`config.mk`:
```
export PLATFORM = sky130hd
export DESIGN_NAME = sar_ctrl_multi
export DESIGN_NICKNAME = d
export VERILOG_FILES = /design/src/rtl/sar_ctrl_multi.sv
export SDC_FILE = /design/constraint.sdc
export NUM_CORES = 1
export LEC_CHECK = 0
export BUFFER_PORTS_ARGS = -buffer_cell sky130_fd_sc_hd__clkbuf_2
export CORE_MARGIN = 8
export CORE_UTILIZATION = 57
export DETAILED_ROUTE_END_ITERATION = 10
export PLACE_DENSITY = 0.82
export RECOVER_POWER = 50
export SYNTH_ARGS = -nofsm -noshare
export SYNTH_HDL_FRONTEND = slang
export SYNTH_SLANG_ARGS = --single-unit
```
`constraint.sdc`:
```
create_clock -name clk -period 3.3 [get_ports clk]
set_input_delay 0.165 -clock clk [delete_from_list [all_inputs] [get_ports clk]]
set_output_delay 0.165 -clock clk [all_outputs]
set_load 0.03 [all_outputs]
```
`src/rtl/sar_ctrl_multi.sv`:
```
// Multi-channel SAR conversion sequencer: sample/convert/done per enabled channel,
// with single or continuous scans and a registered valid/ready result port.
module sar_ctrl_multi #(
    parameter int unsigned N             = 10,
    parameter int unsigned SAMPLE_CYCLES = 2,
    parameter int unsigned CH            = 4,
    localparam int unsigned CW           = (CH > 1) ? $clog2(CH) : 1
) (
    input  logic          clk,
    input  logic          rst_n,
    input  logic          start_i,
    input  logic          cont_mode_i,
    input  logic [CH-1:0] ch_mask_i,
    input  logic          comparator_out_i,
    output logic [N-1:0]  dac_code_o,
    output logic          sample_en_o,
    output logic [CW-1:0] ch_sel_o,
    output logic          busy_o,
    output logic [N-1:0]  result_o,
    output logic [CW-1:0] result_ch_o,
    output logic          result_valid_o,
    input  logic          result_ready_i,
    output logic          overrun_o
);

    localparam int unsigned KW = $clog2(N);
    localparam int unsigned SW = (SAMPLE_CYCLES > 1) ? $clog2(SAMPLE_CYCLES) : 1;

    typedef enum logic [1:0] {StIdle, StSample, StConv, StDone} state_e;

    state_e        state_q, state_d;
    logic [N-1:0]  dac_q, dac_d;
    logic [CW-1:0] ch_q, ch_d;
    logic [CH-1:0] mask_q, mask_d;
    logic          cont_q, cont_d;
    logic [KW-1:0] k_q, k_d;
    logic [SW-1:0] cnt_q, cnt_d;
    logic [N-1:0]  result_q, result_d;
    logic [CW-1:0] rch_q, rch_d;
    logic          valid_q, valid_d;
    logic          ovr_q, ovr_d;

    logic          load;
    logic          clr_ovr;
    logic [N-1:0]  trial;
    logic          has_next;
    logic [CW-1:0] next_ch;

    function automatic logic [CW-1:0] lowest_ch(input logic [CH-1:0] m);
        lowest_ch = '0;
        for (int i = int'(CH) - 1; i >= 0; i--) begin
            if (m[i]) lowest_ch = CW'(i);
        end
    endfunction

    // Next enabled channel strictly above the current one in the latched mask.
    always_comb begin
        has_next = 1'b0;
        next_ch  = ch_q;
        for (int i = int'(CH) - 1; i >= 0; i--) begin
            if (mask_q[i] && (i > int'(ch_q))) begin
                has_next = 1'b1;
                next_ch  = CW'(i);
            end
        end
    end

    always_comb begin
        state_d = state_q;
        dac_d   = dac_q;
        ch_d    = ch_q;
        mask_d  = mask_q;
        cont_d  = cont_q;
        k_d     = k_q;
        cnt_d   = cnt_q;
        load    = 1'b0;
        clr_ovr = 1'b0;
        trial   = dac_q;

        unique case (state_q)
            StIdle: begin
                dac_d = '0;
                if (start_i && (ch_mask_i != '0)) begin
                    mask_d  = ch_mask_i;
                    cont_d  = cont_mode_i;
                    clr_ovr = 1'b1;
                    ch_d    = lowest_ch(ch_mask_i);
                    cnt_d   = '0;
                    state_d = StSample;
                end
            end
            StSample: begin
                dac_d = '0;
                if (cnt_q == SW'(SAMPLE_CYCLES - 1)) begin
                    dac_d[N-1] = 1'b1;
                    k_d        = KW'(N - 1);
                    state_d    = StConv;
                end else begin
                    cnt_d = cnt_q + 1'b1;
                end
            end
            StConv: begin
                trial[k_q] = comparator_out_i;
                if (k_q != '0) begin
                    trial[k_q - 1'b1] = 1'b1;
                    k_d               = k_q - 1'b1;
                end else begin
                    load    = 1'b1;
                    k_d     = KW'(N - 1);
                    state_d = StDone;
                end
                dac_d = trial;
            end
            StDone: begin
                dac_d = '0;
                cnt_d = '0;
                if (has_next) begin
                    ch_d    = next_ch;
                    state_d = StSample;
                end else if (cont_q && cont_mode_i) begin
                    // Scan boundary in continuous mode: pick up the live mask.
                    mask_d = ch_mask_i;
                    cont_d = cont_mode_i;
                    if (ch_mask_i != '0) begin
                        ch_d    = lowest_ch(ch_mask_i);
                        state_d = StSample;
                    end else begin
                        state_d = StIdle;
                    end
                end else begin
                    state_d = StIdle;
                end
            end
            default: state_d = StIdle;
        endcase
    end

    always_comb begin
        result_d = result_q;
        rch_d    = rch_q;
        valid_d  = valid_q;
        ovr_d    = ovr_q;
        if (valid_q && result_ready_i) valid_d = 1'b0;
        if (load) begin
            result_d = trial;
            rch_d    = ch_q;
            valid_d  = 1'b1;
            if (valid_q && !result_ready_i) ovr_d = 1'b1;
        end
        if (clr_ovr) ovr_d = 1'b0;
    end

    always_ff @(posedge clk or negedge rst_n) begin
        if (!rst_n) begin
            state_q  <= StIdle;
            dac_q    <= '0;
            ch_q     <= '0;
            mask_q   <= '0;
            cont_q   <= 1'b0;
            k_q      <= KW'(N - 1);
            cnt_q    <= '0;
            result_q <= '0;
            rch_q    <= '0;
            valid_q  <= 1'b0;
            ovr_q    <= 1'b0;
        end else begin
            state_q  <= state_d;
            dac_q    <= dac_d;
            ch_q     <= ch_d;
            mask_q   <= mask_d;
            cont_q   <= cont_d;
            k_q      <= k_d;
            cnt_q    <= cnt_d;
            result_q <= result_d;
            rch_q    <= rch_d;
            valid_q  <= valid_d;
            ovr_q    <= ovr_d;
        end
    end

    assign dac_code_o     = dac_q;
    assign sample_en_o    = (state_q == StSample);
    assign ch_sel_o       = ch_q;
    assign busy_o         = (state_q != StIdle);
    assign result_o       = result_q;
    assign result_ch_o    = rch_q;
    assign result_valid_o = valid_q;
    assign overrun_o      = ovr_q;

endmodule

```
==> impl_metrics.csv <==
group,metric,value,unit
layout,antenna_cells,0,
status,failed_checks,"max-capacitance violations, max-slew violations",
global_route,grt_overflow,0,
setup_path,crit_slowest_cell,"nand3_1",
sta,final_period_minus_worst_setup_slack,2.238,ns
setup_path,worst-endpoint-arrival,2.47,ns
power_and_ir_drop,pwr_density_cell,970.3,nW/um2
synth,syn_area_per_cell,10.05,um2
global_route,first_pass_grt_wire_length,6658,um
setup_path,cp_top_family,"simple AND/OR/NAND/NOR gates",
sta,grt_setup_unrepaired,"no",
cts,ctsLongestPathBuffers,2,
sta,hold_viol,0,
drt,vias_per_cell,5.344,
power_and_ir_drop,irDropWorstVdd,0.4760,mV
place,buffer_ports.inserted,37,
synth,synthesis.area,1879,um2
die,floorplan.initialDensity,57.68,%
die,core_region_area,3258,um2
drt,detailedRoute.firstPassIterationCount,4,
sta,worst_clock_skew,0.01128,ns
layout,final_core_utilization,66.51,%
drt,detailedRoute.firstIterationViolations,90,
synth,synthesis.instances,187,
status,result_of_the_run,"finished with violations",
sta,worst_pin_slew,1.905,ns
setup_path,timing.critical_path.from_type,"flip-flop",
flow_run,max_cap_viol_count,1,
layout,nets,241,
global_route,number_of_global_route_vias_before_repair,1522,
cts,post_cts_resized,0,
synth,yosys.cell_types.count,39,
layout,area_growth_syn_to_layout,15.31,%
global_route,grt_start_max_net_pins,38,
setup_path,crit_path_max_fanout,22,
drt,ant_nets,0,
power_and_ir_drop,design_power,2.103,mW
layout,most-common-layout-cells,"dfrtp_1 (35), clkbuf_1 (26), nor2_1 (22), nand2_1 (20), o21ai_0 (19)",
cts,tritoncts_num_sinks,37,
place,hpwl_after_detailed_placement,2829,um
place,gpl.final_weighted_congestion,0.8179,
die,die_x,73.42,um
die,die_area,5391,um2
die,num_io_pins,38,
sta,fmax,446.7,MHz
sta,final-setup-viol-count,0,
synth,yosysSeqAreaShare,49.40,%
synth,synth_seq_cells,37,
cts,clkTransAtPathRegs,0.11,ns
setup_path,category_of_the_worst_setup_path_capture_point,"flip-flop",
cts,clock_tree.root_cell,"clkbuf_4",
setup_path,crit_path_cell_trace,"inv_1 > ha_1 > nand3_1 > mux2_2",
cts,clk_latency,0.34,ns
sta,timing.max_slew.rel_slack,-26.97,%
drt,avgRoutedWirePerCell,14.21,um
power_and_ir_drop,leakage,0.9643,nW
drt,detailed_route_via_count,1459,
sta,final_max_slew_viol_count,38,
hold_path,hold_path_class,"in2reg",
cts,htreeDepth,2,
synth,syn_nets,202,
setup_path,max_stage_delay,0.65,ns
layout,final_common_cell,"dfrtp_1",
setup_path,crit_required,3.53,ns
sta,final.setup.tns,0,ns
drt,wirelength,3880,um
die,placementRows,21,
sta,timing.final.crit_share,67.83,%
synth,yosys_warnings,0,
layout,layout-drive-gt1-share,16.30,%
setup_path,critical_path_buf_inv_count,1,
drt,drcViolationCount,0,
cts,cts_tree,"built",
global_route,grt_util_all_layers,15.83,%
global_route,grt_antenna_before_repair,0,
setup_path,setup.worst_path.class,"reg2reg",
cts,numCtsBuffers,5,
die,chipHeight,73.42,um
==> timing repair <==
item                                   4_1_cts  5_1_grt
endpoints found under the hold margin       35        1
hold buffers                                 1        1
buffers inserted                             0        0
==> layout make-up <==
cell class	instances	area, um2
clock buffer	6	51.30
sequential	37	928.4
inverter	8	30.03
timing repair buffer	39	172.7
clock inverter	2	37.54
multi-input combinational	135	889.6
fill	313	1091
tap	46	57.56
==> sequential cells by signal (all words and copies together), names as in the netlist <==
signal and cells:
result_ch_o 2, state_q 2, dac_code_o 10, overrun_o 1
result_o 10, mask_q 3, cnt_q 1, ch_sel_o 2
cont_q 1, result_valid_o 1, k_q 4
==> cell usage after synthesis, drive strengths merged <==
| library cell | n | area (um2) |
|---|---|---|
| o41ai | 1 | 8.760 |
| o32ai | 1 | 16.27 |
| nor4 | 1 | 21.27 |
| clkbuf | 4 | 16.26 |
| nand2 | 21 | 81.33 |
| nand3 | 3 | 15.01 |
| a21oi | 6 | 30.03 |
| o311ai | 1 | 26.28 |
| o31ai | 4 | 30.03 |
| nand3b | 2 | 15.01 |
| a31oi | 2 | 12.51 |
| mux2 | 9 | 105.1 |
| o32a | 1 | 10.01 |
| and2 | 3 | 18.77 |
| inv | 8 | 30.03 |
| a211oi | 1 | 12.51 |
| a41oi | 1 | 8.760 |
| o21a | 3 | 23.77 |
| nor2 | 23 | 88.84 |
| a22o | 2 | 17.52 |
| o21ai | 21 | 112.6 |
| o22a | 1 | 8.760 |
| nand2b | 5 | 31.28 |
| ha | 5 | 62.56 |
| o221ai | 1 | 8.760 |
| buf | 3 | 15.01 |
| or2 | 2 | 12.51 |
| mux2i | 6 | 60.06 |
| dfstp | 2 | 52.55 |
| nor3 | 4 | 20.02 |
| nor2b | 5 | 31.28 |
| dfrtp | 35 | 875.8 |
==> kinds of logic after synthesis <==
family | count (synthesis) | share of synthesized area (%)
and+or+nand+nor | 69 | 17.84
AOI/OAI and AO/OA | 46 | 17.38
DFF | 37 | 49.40
buffers and inverters | 15 | 3.262
muxes | 15 | 8.788
adders and majority gates | 5 | 3.329
==> power breakdown <==
| group | switching [mW] | internal [mW] |
|---|---|---|
| clock | 0.151 | 0.180 |
| sequential | 0.141 | 0.616 |
| combinational | 0.657 | 0.358 |
| total | 0.949 | 1.15 |
==> path summary, 6_finish.rpt <==
path	from	to	slack [ns]	cells past startpoint
setup / recovery	state_q[0]	result_ch_o[1]	1.06	4
hold / removal	cont_mode_i	cont_q	0.1	2
setup reg to reg	state_q[0]	result_ch_o[1]	1.06	4
hold reg to reg	result_o[5]	result_o[5]	0.49	2
max in group asynchronous	rst_n	ch_sel_o[0]	1.33	2
min in group asynchronous	rst_n	result_o[3]	0.87	2
==> worst register-to-register path, delay by kind of cell, from the launching register on <==
kind / cells / cell delay, ns
DFF: 1 / 0.44
adders and majority gates: 1 / 0.42
and+or+nand+nor: 1 / 0.65
buffers and inverters: 1 / 0.12
muxes: 1 / 0.50
==> through the flow <==
step                      cells  hold WS, ns  setup WS, ns  area (um2)
after floorplan             187      -0.1306         1.621        1879
after global placement      263       0.3277         1.133        2091
after detailed placement    263       0.3294         1.084        2091
after CTS                   272     0.008888         1.058        2190
after global routing        273      0.07688        0.8418        2167
final                       273      0.09936         1.062        2167
==> per-layer routing <==
| metal | vias to the layer above | share of wire (%) | global-route usage, % |
|---|---|---|---|
| li1 | 734 | - | - |
| met1 | 683 | 46 | 17.75 |
| met2 | 36 | 47 | 26.81 |
| met3 | 6 | 5.2 | 5.593 |
| met4 | 0 | 1.2 | 5.987 |
| met5 | - | 0 | 0 |
No activity file was read; power rests on OpenSTA's default activity.
